$ cat config.mk
export PLATFORM = sky130hd
export DESIGN_NAME = band_mac_sequencer
export DESIGN_NICKNAME = d
export VERILOG_FILES = /design/src/rtl/band_mac_sequencer.sv
export SDC_FILE = /design/constraint.sdc
export NUM_CORES = 1
export LEC_CHECK = 0
export BUFFER_PORTS_ARGS = -buffer_cell sky130_fd_sc_hd__buf_4
export CAP_MARGIN = 20
export CELL_PAD_IN_SITES_DETAIL_PLACEMENT = 1
export CELL_PAD_IN_SITES_GLOBAL_PLACEMENT = 1
export CORE_UTILIZATION = 36
export DETAILED_ROUTE_END_ITERATION = 12
export PLACE_DENSITY_LB_ADDON = 0.1
export RECOVER_POWER = 25
export SLEW_MARGIN = 20
export SYNTH_ARGS = -nofsm -noshare
export SYNTH_HDL_FRONTEND = slang
export SYNTH_SLANG_ARGS = --single-unit
$ cat constraint.sdc
create_clock -name clk -period 2.3 [get_ports clk]
set_clock_uncertainty 0.05 [all_clocks]
set_input_delay 0.69 -clock clk [delete_from_list [all_inputs] [get_ports clk]]
set_output_delay 0.69 -clock clk [all_outputs]
set_load 0.03 [all_outputs]
$ cat src/rtl/band_mac_sequencer.sv
// band_mac_sequencer
//   Time-multiplexes one serial MAC engine across NUM_BANDS equalizer bands.
//   Each accepted input sample costs one delay-line write cycle followed by
//   NUM_TAPS tap cycles for every band enabled in the captured mask. Enabled
//   bands are visited in ascending order with no idle cycle between them.
//   A per-band result strobe is delayed MAC_LAT enabled cycles so that it
//   lines up with the accumulator output.
//
// Ports
//   clk, rst       clock; synchronous active-high reset (overrides clk_enable)
//   clk_enable     advances all state; gates every output strobe
//   sample_valid   input sample offered
//   sample_ready   high in IDLE
//   band_mask      bands to compute, captured on transfer
//   wr_en/wr_addr  delay-line write strobe and write pointer
//   rd_addr        delay-line read address for the current tap
//   coef_band/tap  coefficient ROM select
//   acc_clr/acc_en accumulator load / accumulate strobes
//   out_valid/band accumulator result valid and its band tag
//   busy           sequence in flight or result still pending
`timescale 1ns/1ps

module band_mac_sequencer #(
  parameter int NUM_BANDS = 8,
  parameter int NUM_TAPS  = 64,
  parameter int MAC_LAT   = 2
) (
  input  logic                                          clk,
  input  logic                                          rst,
  input  logic                                          clk_enable,
  input  logic                                          sample_valid,
  output logic                                          sample_ready,
  input  logic [NUM_BANDS-1:0]                          band_mask,
  output logic                                          wr_en,
  output logic [((NUM_TAPS  > 1) ? $clog2(NUM_TAPS)  : 1)-1:0] wr_addr,
  output logic [((NUM_TAPS  > 1) ? $clog2(NUM_TAPS)  : 1)-1:0] rd_addr,
  output logic [((NUM_BANDS > 1) ? $clog2(NUM_BANDS) : 1)-1:0] coef_band,
  output logic [((NUM_TAPS  > 1) ? $clog2(NUM_TAPS)  : 1)-1:0] coef_tap,
  output logic                                          acc_clr,
  output logic                                          acc_en,
  output logic                                          out_valid,
  output logic [((NUM_BANDS > 1) ? $clog2(NUM_BANDS) : 1)-1:0] out_band,
  output logic                                          busy
);

  localparam int BW = (NUM_BANDS > 1) ? $clog2(NUM_BANDS) : 1;
  localparam int TW = (NUM_TAPS  > 1) ? $clog2(NUM_TAPS)  : 1;

  typedef enum logic [1:0] {
    IDLE  = 2'd0,
    WRITE = 2'd1,
    MAC   = 2'd2
  } state_t;

  state_t               state, state_nxt;
  logic [TW-1:0]        wr_ptr, wr_ptr_nxt;
  logic [TW-1:0]        tap, tap_nxt;
  logic [BW-1:0]        band, band_nxt;
  logic [NUM_BANDS-1:0] mask, mask_nxt;
  logic                 push;
  logic [BW:0]          hit;
  logic [BW:0]          next_start;

  // Result-tag delay line: stage 0 is loaded on the last-tap cycle.
  logic [MAC_LAT-1:0]   pipe_vld;
  logic [BW-1:0]        pipe_band [MAC_LAT];

  // Lowest enabled band at index >= start; MSB of the result flags a hit.
  function automatic logic [BW:0] first_band(input logic [NUM_BANDS-1:0] m,
                                             input logic [BW:0]          start);
    logic [BW:0] r;
    r = '0;
    for (int unsigned i = 0; i < NUM_BANDS; i++) begin
      if (!r[BW] && (i >= 32'(start)) && m[i]) begin
        r = {1'b1, BW'(i)};
      end
    end
    return r;
  endfunction

  assign next_start = {1'b0, band} + {{BW{1'b0}}, 1'b1};

  always_comb begin
    state_nxt    = state;
    wr_ptr_nxt   = wr_ptr;
    tap_nxt      = tap;
    band_nxt     = band;
    mask_nxt     = mask;
    push         = 1'b0;
    hit          = '0;
    sample_ready = 1'b0;
    wr_en        = 1'b0;
    acc_en       = 1'b0;
    acc_clr      = 1'b0;
    rd_addr      = '0;
    coef_band    = '0;
    coef_tap     = '0;

    // Next-state values are only committed when clk_enable is high, so the
    // IDLE branch below only takes effect on a real transfer.
    case (state)
      IDLE: begin
        sample_ready = 1'b1;
        if (sample_valid) begin
          state_nxt = WRITE;
          mask_nxt  = band_mask;
        end
      end

      WRITE: begin
        wr_en = clk_enable;
        hit   = first_band(mask, '0);
        if (hit[BW]) begin
          band_nxt  = hit[BW-1:0];
          tap_nxt   = '0;
          state_nxt = MAC;
        end else begin
          wr_ptr_nxt = wr_ptr + TW'(1);
          state_nxt  = IDLE;
        end
      end

      MAC: begin
        acc_en    = clk_enable;
        acc_clr   = clk_enable & (tap == '0);
        coef_band = band;
        coef_tap  = tap;
        rd_addr   = wr_ptr - tap;
        if (tap != TW'(NUM_TAPS - 1)) begin
          tap_nxt = tap + TW'(1);
        end else begin
          push    = 1'b1;
          tap_nxt = '0;
          hit     = first_band(mask, next_start);
          if (hit[BW]) begin
            band_nxt = hit[BW-1:0];
          end else begin
            wr_ptr_nxt = wr_ptr + TW'(1);
            state_nxt  = IDLE;
          end
        end
      end

      default: state_nxt = IDLE;
    endcase
  end

  always_ff @(posedge clk) begin
    if (rst) begin
      state    <= IDLE;
      wr_ptr   <= '0;
      tap      <= '0;
      band     <= '0;
      mask     <= '0;
      pipe_vld <= '0;
      for (int unsigned i = 0; i < MAC_LAT; i++) begin
        pipe_band[i] <= '0;
      end
    end else if (clk_enable) begin
      state  <= state_nxt;
      wr_ptr <= wr_ptr_nxt;
      tap    <= tap_nxt;
      band   <= band_nxt;
      mask   <= mask_nxt;
      for (int unsigned i = MAC_LAT - 1; i > 0; i--) begin
        pipe_vld[i]  <= pipe_vld[i-1];
        pipe_band[i] <= pipe_band[i-1];
      end
      pipe_vld[0]  <= push;
      pipe_band[0] <= push ? band : '0;
    end
  end

  assign wr_addr   = wr_ptr;
  assign out_valid = clk_enable & pipe_vld[MAC_LAT-1];
  assign out_band  = pipe_band[MAC_LAT-1];
  assign busy      = (state != IDLE) | (|pipe_vld);

endmodule

# Yosys cells after proc, flatten, opt, wreduce, memory -nomap -nowiden
# Memory sizes are Yosys's and may differ from the RTL's.
# Index checks and enable logic that the tools add are counted.
# Widths: inputs -> output; s select.
# word_totals
regBits	27
mem_bits_rw	6
in_bits	12
out_inout_bits	30
word_cells	152
n_memories	1
# memory_table
name	depth	width	read_ports	rd_ports_with_merged_regs	wr	line_no	rtl
pipe_band	2	3	2	0	2	66	logic [BW-1:0] pipe_band [MAC_LAT];
# classes
n_addsub	4
order_cmp	8
eq_ne	9
n_mux	73
bitwise_logic	5
reduce_logical	46
# op_table
op	n
$mux 4	40
$mux 6	7
$pmux 6 s2	2
$logic_and 1x1->1	22
$mux 3	7
$ge 3x4->1 const A	4
$logic_not 1->1	14
$add 6x1->6 const B	2
$ne 2x2->1 const B	6
$mux 1	11
$reduce_and 5->1	2
$ge 1x4->1 const A	2
$ge 2x4->1 const A	2
$mux 2	4
$logic_not 6->1	1
$ne 6x6->1 const B	1
$pmux 2 s3	1
$pmux 3 s2	1
$reduce_and 3->1	2
$sub 6x6->6	1
$add 3x1->4 const B	1
$reduce_and 4->1	1
$reduce_bool 2->1	2
$or 1x1->1	3
5 further kinds	6

# Depth between registers and ports, before layout
# depth
depth_word	51
depth_mapped	9
ltp_nobuf	9

# Worst setup path after synthesis
# Ideal clock, no wire load.
# synth_timing
path_type	reg2out
from	register wr_ptr[1] (netlist: wr_addr[1])
to	output port rd_addr[5] (netlist name)
t_arrival_ns	2.294
required_ns	1.560
setup_slack_ns	-0.734
path_stages_with_launch	8
path_buffers	0
cell_sequence	dfxtp_1 > ha_1 > nor2b_1 > o21ai_0 > a21oi_1 > o21a_1 > o21ai_0 > nor3b_1
# synth_via
elab_chain_cells	2
# synth_rtl
item	line_no	rtl
start: declaration	56	logic [TW-1:0] wr_ptr, wr_ptr_nxt;
start signal: assignment	161	wr_ptr <= wr_ptr_nxt;
$sub 6x6->6	128	rd_addr = wr_ptr - tap;
$mux 6	101	case (state)
end: declaration	36	output logic [((NUM_TAPS > 1) ? $clog2(NUM_TAPS) : 1)-1:0] rd_addr,
# Every way passes these cells.

# Worst setup path after layout
# layout_timing
from	register tap[1]
to	output port rd_addr[5] (netlist name)
# layout_via
elab_chain_cells	2
# layout_rtl
item	line_no	rtl
start: declaration	57	logic [TW-1:0] tap, tap_nxt;
start signal: assignment	162	tap <= tap_nxt;
$sub 6x6->6	128	
$mux 6	101	
# Every way passes these cells.

==> flow_summary.json <==
{
  "async_flop_share_pct": 0,
  "dr.pass1.iters": 4,
  "finalCoreUtilization_pct": 54.9,
  "die_area_um2": 6140,
  "synth.cell_area_um2": 2100,
  "fmax_ghz": 0.367,
  "track_usage_pct": 21.7,
  "status": "finished, violations left",
  "crit_path_end_kind": "output pin",
  "avgSynthCellArea_um2": 8.17,
  "grt_setup_unrepaired": "yes",
  "slew_violations": 0,
  "clock_latency_ps": 290,
  "ys.flop_type": "dfxtp_1",
  "routed-wl-met2_um": 3340,
  "drt_wl_total_um": 6400,
  "start_kind": "flop",
  "core_area_um2": 5570,
  "syn_inst": 257,
  "worst_pin_slew_ps": 702,
  "drv_cap": 0,
  "clock_sinks": 33,
  "vias_per_cell": 5.18,
  "setup_slack_ps": -422,
  "pin_count": 42,
  "max_slew_margin_pct": 53.2,
  "path_class": "reg2out",
  "area_growth_pct": 45.7,
  "cts_made_buffers": 5,
  "arrival_ps": 1980,
  "n_antenna_cell": 0,
  "power_density_nw_per_um2": 431,
  "synth_edf_count": 6,
  "grt_pass1_wl_um": 10300,
  "r2r-end": "wr_addr[2]",
  "grt_antenna_before_repair": 0,
  "stdcell_count": 411,
  "initial_core_util_pct": 37.7,
  "nFillCells": 661,
  "holdPathStages": 2,
  "via_count": 2130,
  "cp.required_ps": 1560,
  "core.rowCount": 27,
  "drt-initial-drc-count": 62,
  "irDropWorstVdd_uv": 231,
  "grt_overflow": 0,
  "seq_area_frac_synth_pct": 34.3,
  "hold-path-endpoint": "mask[6]",
  "drc_errors": 0,
  "ff2ff_setup_slack_ps": 110,
  "ys_seq_elements": 33,
  "dieWidth_um": 78.4,
  "syn_nets": 282,
  "cts.path.max_buffers": 2,
  "min_period_ps": 2720,
  "placement.io_buffers": 41,
  "post-route-period-util_pct": 118,
  "hold_viol": 0,
  "met1_length_um": 2770,
  "grt_pass1_vias": 2147,
  "clkTransAtPathRegs_ps": 80,
  "violations": "negative setup slack",
  "top_layer": "met4",
  "wl_met3_um": 182,
  "clock-root-buffer": "clkbuf_8",
  "numPlacedInstances": 396,
  "timing.setup.tns_ps": -1220,
  "tritoncts": "yes",
  "routedWlPerCell_um": 15.6,
  "timing.hold.ws_ps": 435,
  "hold_class": "reg2reg",
  "synth.distinct_cells": 56,
  "gp_congestion": 0.794,
  "die_h_um": 78.4,
  "yosys_warnings": 0,
  "finalSetupViolCount": 5,
  "drive_above_1_share_pct": 41.9,
  "r2r-start": "band[0]",
  "p_leak_nw": 1.26,
  "htreeDepth": 2,
  "reg2regPathDepth": 8,
  "drtAntennaViolNets": 0,
  "p_total_w": 0.00132,
  "hp-start": "mask[6]",
  "grt_max_degree": 34,
  "final_nets": 363,
  "place_hpwl_um": 4680,
  "path_max_fanout": 3
}
==> layout by cell type, fill, tap and decap left out, types with 5 or more instances in the layout <==
cell type  Yosys  final
dfxtp_1       27     18
dfxtp_2        0      7
clkbuf_8       0      5
buf_4          3     80
buf_6          2      5
nand3_1        9      9
ha_1          12      6
and2_1        11      8
a21oi_1       27     25
o21ai_1        5      6
ha_4           0      5
inv_1         15     10
nor3_1         7      5
edfxtp_1       6      6
nand2_1       26     26
nor2_1        26     25
==> timing repair <==
item                       CTS  global route
pin swaps                   16            11
setup buffers                4             5
hold endpoints to repair     0             0
setup endpoints to repair    8            14
gates resized for setup     19            16
gates cloned                 0             0
hold buffers                 0             0
==> flip-flops by register name (all words and copies together) (netlist names) <==
name	flops
pipe_band	6
pipe_vld	2
band	3
mask	8
state	2
tap	6
wr_addr	6
==> power breakdown <==
group / internal, W / leakage (nW) / total [W] / switching, W
Sequential: 0.000604 / 0.290 / 0.000617 / 0.0000132
Clock: 0.000209 / 0.0439 / 0.000443 / 0.000234
Combinational: 0.000114 / 0.930 / 0.000259 / 0.000145
==> layout make-up <==
class	count	area [µm²]	area share, %
tap	72	90.1	2.94
timing repair buffer	87	666	21.8
clock inverter	3	17.5	0.573
multi-input combinational	195	1420	46.3
inverter	16	63.8	2.09
clock buffer	5	68.8	2.25
sequential	33	737	24.1
==> routing by layer <==
metal | global-route usage, % | up-vias
met2 | 39.3 | 35
met1 | 25.6 | 1034
met3 | 3.49 | 7
met5 | 0 | -
li1 | - | 1054
met4 | 7.78 | 0
==> cells in the mapped netlist (all sizes together) (3+ instances only) <==
| library cell | n | share of area, % |
|---|---|---|
| clkbuf | 7 | 1.3 |
| nand4 | 3 | 1.6 |
| and2 | 11 | 3.3 |
| o31ai | 4 | 1.7 |
| or3 | 4 | 1.2 |
| ha | 12 | 7.2 |
| and3 | 5 | 1.5 |
| nand2 | 27 | 4.9 |
| nand2b | 5 | 1.5 |
| nor2 | 26 | 4.6 |
| buf | 6 | 2.4 |
| nor3 | 7 | 1.7 |
| inv | 15 | 2.7 |
| a21oi | 27 | 6.4 |
| nor2b | 3 | 0.89 |
| dfxtp | 27 | 26 |
| xnor2 | 4 | 1.7 |
| mux2i | 3 | 1.4 |
| nand3 | 9 | 2.1 |
| o21ai | 12 | 3.0 |
| o21a | 3 | 1.1 |
| edfxtp | 6 | 8.6 |
==> kinds of logic (layout without fill, tap and decap cells) <==
family / after synthesis / after routing / share of synthesized area (%)
fa+ha+maj: 13 / 13 / 8.10
compound gates: 64 / 64 / 20.4
flops: 33 / 33 / 34.3
simple gates: 110 / 110 / 27.1
buf+inv: 29 / 111 / 6.55
xor+xnor: 5 / 5 / 2.09
mux: 3 / 3 / 1.43
==> stage by stage <==
stage | setup slack (ps) | area (µm²)
after floorplan | -91.3 | 2150
after global placement | -141 | 2770
after detailed placement | -200 | 2770
after CTS | -414 | 2940
after global routing | -501 | 3060
final | -422 | 3060
==> how the worst max path moves through the flow <==
stage	start	endpoint	slack, ps
detailed placement	tap[1]	rd_addr[5]	-200
finish	tap[1]	rd_addr[5]	-420
global placement	wr_addr[0]	rd_addr[4]	-140
global route	tap[1]	rd_addr[5]	-500
CTS	wr_addr[0]	rd_addr[4]	-410
floorplan	wr_addr[1]	rd_addr[5]	-90
==> worst max-delay path, stage by stage, from the launching register on <==
cell and delay (ps):
dfxtp_2 330, inv_2 80, ha_4 200, nor2b_4 120
o21ai_2 170, a21oi_2 90, o21a_1 220, o21ai_1 120
nor3b_4 200, buf_6 150
Note: power is estimated with default switching activity, not from simulation.
